### src/rtl/peridot_csr_swi_mbox.sv
// PERIDOT host-bridge CSR slave: identification, key-locked CPU reset/LED control,
// a bank of software-interrupt channels and a host-to-CPU mailbox FIFO.
module peridot_csr_swi_mbox #(
   parameter int unsigned SWI_CHANNELS    = 4,
   parameter int unsigned MBOX_DEPTH      = 16,
   parameter int unsigned LED_WIDTH       = 4,
   parameter logic [31:0] CLASSID         = 32'h72A00000,
   parameter logic [31:0] TIMECODE        = 32'd1234567890,
   parameter logic [15:0] CPURESET_KEY    = 16'hdead,
   parameter int unsigned CPURESET_INIT   = 0,
   parameter              UIDREAD_FEATURE = "ENABLE"
) (
   input  logic                    csi_clk,
   input  logic                    rsi_reset_n,
   input  logic [3:0]              avs_address,
   input  logic                    avs_read,
   output logic [31:0]             avs_readdata,
   input  logic                    avs_write,
   input  logic [31:0]             avs_writedata,
   output logic                    ins_irq,
   output logic                    coe_cpureset,
   output logic [LED_WIDTH-1:0]    coe_led,
   output logic [SWI_CHANNELS-1:0] coe_swi,
   input  logic                    ru_bootsel,
   input  logic                    uid_enable,
   input  logic [63:0]             uid,
   input  logic                    uid_valid
);

   localparam int unsigned AW           = $clog2(MBOX_DEPTH);
   localparam int unsigned CW           = AW + 1;
   localparam logic [CW-1:0] DEPTH_C    = CW'(MBOX_DEPTH);
   localparam logic          UID_EN     = (UIDREAD_FEATURE == "ENABLE");
   localparam logic          CPURST_RST = CPURESET_INIT[0];

   logic [LED_WIDTH-1:0]    led_q, led_d;
   logic                    cpureset_q, cpureset_d;
   logic [31:0]             message_q, message_d;
   logic [SWI_CHANNELS-1:0] pending_q, pending_d;
   logic [SWI_CHANNELS-1:0] enable_q, enable_d;
   logic [AW-1:0]           wptr_q, wptr_d;
   logic [AW-1:0]           rptr_q, rptr_d;
   logic [CW-1:0]           count_q, count_d;
   logic                    overflow_q, overflow_d;
   logic                    underflow_q, underflow_d;
   logic                    irqena_q, irqena_d;
   logic [31:0]             mem_q [MBOX_DEPTH];

   logic empty, full, mem_we;

   assign empty  = (count_q == '0);
   assign full   = (count_q == DEPTH_C);
   assign mem_we = avs_write && (avs_address == 4'd9) && !full;

   always_comb begin
      led_d       = led_q;
      cpureset_d  = cpureset_q;
      message_d   = message_q;
      pending_d   = pending_q;
      enable_d    = enable_q;
      wptr_d      = wptr_q;
      rptr_d      = rptr_q;
      count_d     = count_q;
      overflow_d  = overflow_q;
      underflow_d = underflow_q;
      irqena_d    = irqena_q;
      if (avs_write) begin
         case (avs_address)
            4'd4: begin
               led_d = avs_writedata[LED_WIDTH-1:0];
               if (CPURESET_KEY == 16'h0 || avs_writedata[31:16] == CPURESET_KEY) begin
                  cpureset_d = avs_writedata[8];
               end
            end
            4'd6: pending_d = pending_q | avs_writedata[SWI_CHANNELS-1:0];
            4'd7: pending_d = pending_q & ~avs_writedata[SWI_CHANNELS-1:0];
            4'd8: enable_d = avs_writedata[SWI_CHANNELS-1:0];
            4'd9: begin
               if (full) begin
                  overflow_d = 1'b1;
               end else begin
                  wptr_d  = wptr_q + AW'(1);
                  count_d = count_q + CW'(1);
               end
            end
            4'd10: begin
               irqena_d = avs_writedata[31];
               if (avs_writedata[17]) underflow_d = 1'b0;
               if (avs_writedata[16]) overflow_d = 1'b0;
               // Flush only rewinds the pointers; stored words stay in the array.
               if (avs_writedata[30]) begin
                  wptr_d  = '0;
                  rptr_d  = '0;
                  count_d = '0;
               end
            end
            4'd11: message_d = avs_writedata;
            default: ;
         endcase
      end else if (avs_read && avs_address == 4'd9) begin
         if (empty) begin
            underflow_d = 1'b1;
         end else begin
            rptr_d  = rptr_q + AW'(1);
            count_d = count_q - CW'(1);
         end
      end
   end

   always_ff @(posedge csi_clk or negedge rsi_reset_n) begin
      if (!rsi_reset_n) begin
         led_q       <= '0;
         cpureset_q  <= CPURST_RST;
         message_q   <= '0;
         pending_q   <= '0;
         enable_q    <= '0;
         wptr_q      <= '0;
         rptr_q      <= '0;
         count_q     <= '0;
         overflow_q  <= 1'b0;
         underflow_q <= 1'b0;
         irqena_q    <= 1'b0;
      end else begin
         led_q       <= led_d;
         cpureset_q  <= cpureset_d;
         message_q   <= message_d;
         pending_q   <= pending_d;
         enable_q    <= enable_d;
         wptr_q      <= wptr_d;
         rptr_q      <= rptr_d;
         count_q     <= count_d;
         overflow_q  <= overflow_d;
         underflow_q <= underflow_d;
         irqena_q    <= irqena_d;
      end
   end

   always_ff @(posedge csi_clk) begin
      if (mem_we) begin
         mem_q[wptr_q] <= avs_writedata;
      end
   end

   always_comb begin
      avs_readdata = '0;
      case (avs_address)
         4'd0: avs_readdata = CLASSID;
         4'd1: avs_readdata = TIMECODE;
         4'd2: avs_readdata = UID_EN ? uid[31:0] : 32'h0;
         4'd3: avs_readdata = UID_EN ? uid[63:32] : 32'h0;
         4'd4: begin
            avs_readdata[LED_WIDTH-1:0] = led_q;
            avs_readdata[8]  = cpureset_q;
            avs_readdata[11] = ru_bootsel;
            avs_readdata[12] = 1'b1;
            avs_readdata[14] = uid_enable & UID_EN;
            avs_readdata[15] = uid_valid & UID_EN;
         end
         4'd5, 4'd6, 4'd7: avs_readdata[SWI_CHANNELS-1:0] = pending_q;
         4'd8: avs_readdata[SWI_CHANNELS-1:0] = enable_q;
         4'd9: if (!empty) avs_readdata = mem_q[rptr_q];
         4'd10: begin
            avs_readdata[31]     = irqena_q;
            avs_readdata[17]     = underflow_q;
            avs_readdata[16]     = overflow_q;
            avs_readdata[15]     = full;
            avs_readdata[14]     = empty;
            avs_readdata[CW-1:0] = count_q;
         end
         4'd11: avs_readdata = message_q;
         default: ;
      endcase
   end

   assign coe_led      = led_q;
   assign coe_cpureset = cpureset_q;
   assign coe_swi      = pending_q & enable_q;
   assign ins_irq      = (|(pending_q & enable_q)) | (irqena_q & ~empty);

endmodule
### config.mk
export PLATFORM = sky130hd
export DESIGN_NAME = peridot_csr_swi_mbox
export DESIGN_NICKNAME = d
export VERILOG_FILES = /design/src/rtl/peridot_csr_swi_mbox.sv
export SDC_FILE = /design/constraint.sdc
export NUM_CORES = 1
export LEC_CHECK = 0
export BUFFER_PORTS_ARGS = -buffer_cell sky130_fd_sc_hd__buf_2
export CORE_MARGIN = 1
export CORE_UTILIZATION = 25
export CTS_CLUSTER_DIAMETER = 80
export DETAILED_ROUTE_END_ITERATION = 8
export SLEW_MARGIN = 20
export SYNTH_ARGS = -nofsm -noshare
export SYNTH_HDL_FRONTEND = slang
export SYNTH_SLANG_ARGS = --single-unit
### constraint.sdc
create_clock -name csi_clk -period 4.2 [get_ports csi_clk]
set_input_delay 0 -clock csi_clk [delete_from_list [all_inputs] [get_ports csi_clk]]
set_output_delay 0 -clock csi_clk [all_outputs]
set_load 0.01 [all_outputs]
==> impl_metrics.toml, run 1 <==
[synthesis]
syn-num-nets = 1320
yosysSeqAreaShare = 0.722
async_reset_ff_frac = 0.106
synth_flop_cell = "edfxtp_1"
ys_ff_latch = 573
synth.distinct_cells = 59
synth-edff-count = 512
synth_area_leaders = "edfxtp_1, mux4_2, dfrtp_1"
syn_inst = 1205
yosysWarningCount = 0
syn_area_sq_um = 23400
syn_area_per_cell_sq_um = 19.4
synth_top_area_share = 0.657
synth_top_area_cell = "edfxtp_1"

[pwr]
leakagePower_nw = 9.19
p_total_mw = 14.2
power_density_nw_per_um2 = 506
ir_drop_mv = 0.321

[layout]
layout.nets = 1519
drive_above_1_share = 0.325
antenna_cells = 0
multiInputGateArea_sq_um = 6160
nFillCells = 9056
areaGrowthSynthToFinish_pct = 19.9
seqCellArea_sq_um = 16900

[hold_path]
hold_path.class = "input pin to async pin"

[timing]
fmax_mhz = 287
max_slew_margin = 0.270
hold_violations = 0
rsz0062_at_grt = "false"
maxSlewViolCount = 0
finalSetupViolCount = 0
worst_slew_pin_slew_ns = 1.08
min_period_ns = 3.49
fin_tns_setup_ns = 0
fin_crit_sh = 0.831
skew_ns = 0.0384

[cts]
clkTransAtPathRegs_ns = 0.07
cts_tree = "yes"
clk_latency_ns = 0.63
cts_root_buf = "clkbuf_16"
htree_levels = 2
cts_sinks = 573
cts_buffers = 60
ctsResizeCount = 0
cts_buffer_depth = 3

[route]
antenna_left = 0
vias = 12400
wl_mm = 62.6
post_drt_wl_per_cell_microns = 23.2
drt_first_iter_violations = 996
vias_per_cell = 4.59
first_pass_iters = 6
drcViolationCount = 0

[critical_path]
required_ns = 4.20
worstSetupStartpointType = "flip-flop"
arrival_ns = 3.49
crit_type = "flip-flop to output pin"
end_kind = "output pin"
startpoint = "count_q[1]"
r2r_setup_slack_ns = 1.08
path_max_fanout = 32
reg2reg_from = "count_q[0]"

[die]
fp.dieH_microns = 308
start_util = 0.254
ios = 149
placementRows = 111
die_w_microns = 308
core_sq_um = 92200
dieArea_sq_um = 94800

[outcome]
status = "finished clean"

[grt]
grt_max_degree = 80
antenna_found_initial = 2
gr-total-overflow = 0
grt.total_usage = 0.132
grt_pass1_wl_mm = 91.2
grt_pass1_vias = 13200

[placement]
io_buffers = 148
dp_hpwl_mm = 40.3
gp_congestion = 0.782

[job]
cap_violations = 0
[critical path: stages (launching register included)]
cell	delay, ns
dfrtp_1	0.44
inv_1	0.17
ha_1	0.22
nor4b_4	0.38
nor2_1	0.14
nand2_2	0.74
o22ai_1	0.32
a221o_1	0.34
buf_2	0.14
[cell usage after synthesis (all sizes together) (2+ instances only)]
master,count
edfxtp,512
mux4,129
mux2i,74
dfrtp,61
buf,53
mux2,50
nand2,37
nor2,29
o21ai,24
and2,22
a21oi,20
o221ai,19
clkbuf,17
inv,16
a22o,14
nand3,11
a211oi,10
ha,8
a31oi,7
nor2b,7
nor3,6
a21o,5
a221oi,5
a222oi,5
a22oi,5
and3,5
o211ai,5
a32o,4
nand2b,4
o22ai,4
a32oi,3
nand4b,3
or3,3
xor2,3
nand3b,2
nand4bb,2
nor3b,2
nor4,2
nor4bb,2
o211a,2
or2,2
[what timing repair did]
item / CTS / global route
setup endpoints to repair: 0 / 0
buffers inserted: 0 / 0
endpoints found under the hold margin: 622 / 0
hold buffers: 39 / 0
[final timing paths]
check | cells past startpoint | endpoint
worst max-delay path | 8 | avs_readdata[3]
max in group asynchronous | 2 | rptr_q[0]
min in group csi_clk | 4 | flip-flop
worst max register to register | 7 | mem_q[9][15]
worst min-delay path | 2 | async pin
worst min register to register | 1 | message_q[28]
[where the power goes]
part	internal, mW	leakage, nW	total (mW)	switching, mW
Clock	3.26	1.01	5.46	2.20
Sequential	6.36	5.35	6.63	0.276
Combinational	1.08	2.82	2.11	1.04
[area by class of cell]
class                   count  share of cell area
clock buffers              73              0.0570
flip-flops and latches    573               0.603
well taps                1243              0.0554
clock inverters            40              0.0157
inverters                  16             0.00214
multi-input cells         546               0.220
repair buffers            207              0.0471
[metrics by stage]
| stage | worst slack, ns | instances | instance area (sq um) | hold slack (ns) | utilization |
|---|---|---|---|---|---|
| 2_1_floorplan | 1.60 | 1205 | 23400 | -0.296 | - |
| 3_3_place_gp | 1.24 | 2546 | 25600 | 0.208 | 0.278 |
| 3_5_place_dp | 1.12 | 2546 | 25600 | 0.227 | 0.278 |
| 4_1_cts | 0.691 | 2698 | 28000 | 0.0797 | 0.304 |
| 5_1_grt | 0.473 | 2698 | 28100 | 0.133 | 0.304 |
| 6_report | 0.711 | 2698 | 28100 | 0.106 | 0.304 |
[registers in the layout, summed over array words and instances (netlist names), named ones only]
name          flops
overflow_q        1
mem_q           512
coe_led           4
rptr_q            4
enable_q          4
count_q           5
underflow_q       1
message_q        32
coe_cpureset      1
irqena_q          1
wptr_q            4
[layer usage]
metal | GRT usage | part of all wire | vias up
li1 | - | - | 5383
met1 | 0.175 | 0.43 | 6525
met2 | 0.209 | 0.47 | 409
met3 | 0.0374 | 0.081 | 76
met4 | 0.0401 | 0.023 | 0
met5 | 0 | 0 | -
[kinds of logic (layout without fill, tap and decap cells)]
family                     after synthesis  in the layout  synth area share
DFF                                    573            573             0.722
muxes                                  253            253             0.180
and+or+nand+nor                        146            146            0.0339
AOI/OAI and AO/OA                      136            136            0.0420
buffers and inverters                   86            336            0.0166
adders and majority gates                8              8           0.00428
xor gates and xnor gates                 3              3           0.00112
[cell usage in the layout, fill, tap and decap left out, types with 8 or more instances in the layout]
master         instances
buf_4                 18
mux4_2               129
buf_2                147
clkinv_1               9
clkbuf_1               8
mux2_2                50
a22o_1                14
and2_2                15
bufinv_16              9
clkinv_2              17
edfxtp_1             512
a211oi_1              10
inv_1                 16
a21oi_1               20
dfrtp_1               58
clkbuf_16             60
nand2_1               35
nor2_1                27
o221ai_1              19
o21ai_0               23
mux2i_1               74
nand3_1               11
dlygate4sd3_1         39
ha_1                   8
Note: power is estimated with default switching activity, not from simulation.
==> run 2: changes to the inputs <==
==> constraint.sdc (replaced) <==
create_clock -name csi_clk -period 3.51 [get_ports csi_clk]
set_input_delay 0 -clock csi_clk [delete_from_list [all_inputs] [get_ports csi_clk]]
set_output_delay 0 -clock csi_clk [all_outputs]
set_load 0.01 [all_outputs]
==> impl_metrics.toml, run 2 (synthesis gave the netlist of run 1 again) <==
[cts]
clk_latency_ns = 0.64
htree_levels = 2
cts_sinks = 573
cts_buffers = 59
clkTransAtPathRegs_ns = 0.06
cts_root_buf = "clkbuf_16"
cts_tree = "yes"
cts_buffer_depth = 3

[layout]
layout.nets = 1551
areaGrowthSynthToFinish_pct = 20.9
reg_top3 = "mem_q: 512 flops, message_q: 32 flops, count_q: 5 flops"
largest-register = "mem_q"
multiInputGateArea_sq_um = 6160
nFillCells = 8976
drive_above_1_share = 0.334
final_common_cell = "edfxtp_1"
seqCellArea_sq_um = 16900
largest_reg_flops = 512
final_cell_mix = "edfxtp_1, buf_2, mux4_2, mux2i_1, clkbuf_16"

[critical_path]
crit_family = "simple AND/OR/NAND/NOR gates"
worstSetupStartpointType = "flip-flop"
end_kind = "output pin"
required_ns = 3.51
cp.depth = 8
path_buf_inv = 3
r2r_cells = 9
startpoint = "count_q[1]"
path_max_fanout = 17
reg2reg_from = "count_q[0]"
r2r-end = "mem_q[8][26]"
slowest_stage = "dfrtp_1"
r2r_setup_slack_ns = 0.44
arrival_ns = 3.38
crit_type = "flip-flop to output pin"
path_cells = "inv_1, ha_1, nor4b_4, nor2_1, nand2_4, buf_4, o221ai_1, buf_2"
max_stage_delay_ns = 0.44
endpoint = "avs_readdata[0]"

[timing]
skew_ns = 0.0183
rsz0062_at_grt = "false"
finalSetupViolCount = 0
min_period_ns = 3.38
fin_crit_sh = 0.962
hold_ws_ns = 0.0869
maxSlewViolCount = 0
hold_violations = 0
worst_slew_pin_slew_ns = 1.00
fmax_mhz = 296
max_slew_margin = 0.325
fin_tns_setup_ns = 0

[job]
cap_violations = 0

[grt]
gr-total-overflow = 0
grt_pass1_vias = 13300
grt_pass1_wl_mm = 94.7
grt.total_usage = 0.139
antenna_found_initial = 8
grt_max_degree = 46

[die]
die_w_microns = 308
fp.dieH_microns = 308
start_util = 0.254
placementRows = 111
dieArea_sq_um = 94800
ios = 149
core_sq_um = 92200

[pwr]
ir_drop_mv = 0.478
power_density_nw_per_um2 = 585
leakagePower_nw = 9.31

[route]
vias = 12800
antenna_left = 0
wl_mm = 66.0
drt_first_iter_violations = 1136
first_pass_iters = 6
vias_per_cell = 4.71
post_drt_wl_per_cell_microns = 24.2
drcViolationCount = 0

[placement]
io_buffers = 148
gp_congestion = 0.851
dp_hpwl_mm = 44.3

[outcome]
status = "finished clean"

[hold_path]
hold_path.class = "input pin to flip-flop"
[run 2: cell types whose count changed in the layout (fill, tap and decap cells not counted), moves of 2 or more]
| cell | delta |
|---|---|
| buf_4 | +17 |
| buf_12 | +15 |
| clkinv_1 | +4 |
| clkinv_2 | -4 |
| clkbuf_1 | +3 |
| clkinvlp_4 | +2 |
| bufinv_16 | -7 |
| clkbuf_8 | -2 |
| inv_6 | -2 |
[run 2: layer usage]
layer	part of all wire	GRT usage	vias up
met1	0.43	0.185	6817
met2	0.47	0.218	503
li1	-	-	5446
met4	0.020	0.0415	6
met5	0.00053	0	-
met3	0.085	0.0394	71
[run 2: tightest hold or removal path: cells and delay by family]
family | cells | cell delay (ns)
mux | 1 | 0.13
buf+inv | 2 | 0.53
[run 2: how the worst min path moves through the flow]
| stage | start | endpoint | slack [ns] | cells after the start |
|---|---|---|---|---|
| 2_1_floorplan | rsi_reset_n | async pin | -0.30 | 0 |
| 3_3_place_gp | rsi_reset_n | message_q[10] | 0.10 | 1 |
| 3_5_place_dp | rsi_reset_n | async pin | 0.09 | 1 |
| 4_1_cts | avs_address[0] | flip-flop | 0.03 | 3 |
| 6_report | avs_address[0] | flip-flop | 0.09 | 3 |
| 5_1_grt | avs_address[0] | flip-flop | 0.1 | 3 |
[run 2: area by class of cell]
cell class | count | share of cell area
tap | 1243 | 0.0549
inverter | 16 | 0.00212
multi-input combinational | 546 | 0.217
sequential | 573 | 0.598
timing repair buffer | 240 | 0.0628
clock inverter | 37 | 0.00990
clock buffer | 73 | 0.0551
antenna | 1 | 0.0000884
[run 2: stage by stage]
stage	power [mW]	cell area, sq um	instances	worst slack (ns)	utilization
4_1_cts	16.7	28300	2728	0.0415	0.307
2_1_floorplan	9.73	23400	1205	0.913	-
3_5_place_dp	10.7	26000	2579	0.482	0.282
6_report	16.6	28300	2729	0.134	0.307
3_3_place_gp	10.7	26000	2579	0.458	0.282
5_1_grt	17.1	28300	2728	0.00507	0.307
[run 2: timing repair]
item | in CTS | in global routing
resized for setup | 0 | 2
hold buffers | 39 | 0
setup buffers | 0 | 0
hold endpoints to repair | 615 | 0
setup endpoints to repair | 0 | 3
[run 2: report_power, final]
| part | internal [mW] | leakage [nW] | switching (mW) |
|---|---|---|---|
| Combinational | 1.33 | 3.06 | 1.35 |
| Sequential | 7.61 | 5.35 | 0.309 |
| Clock | 3.31 | 0.901 | 2.66 |
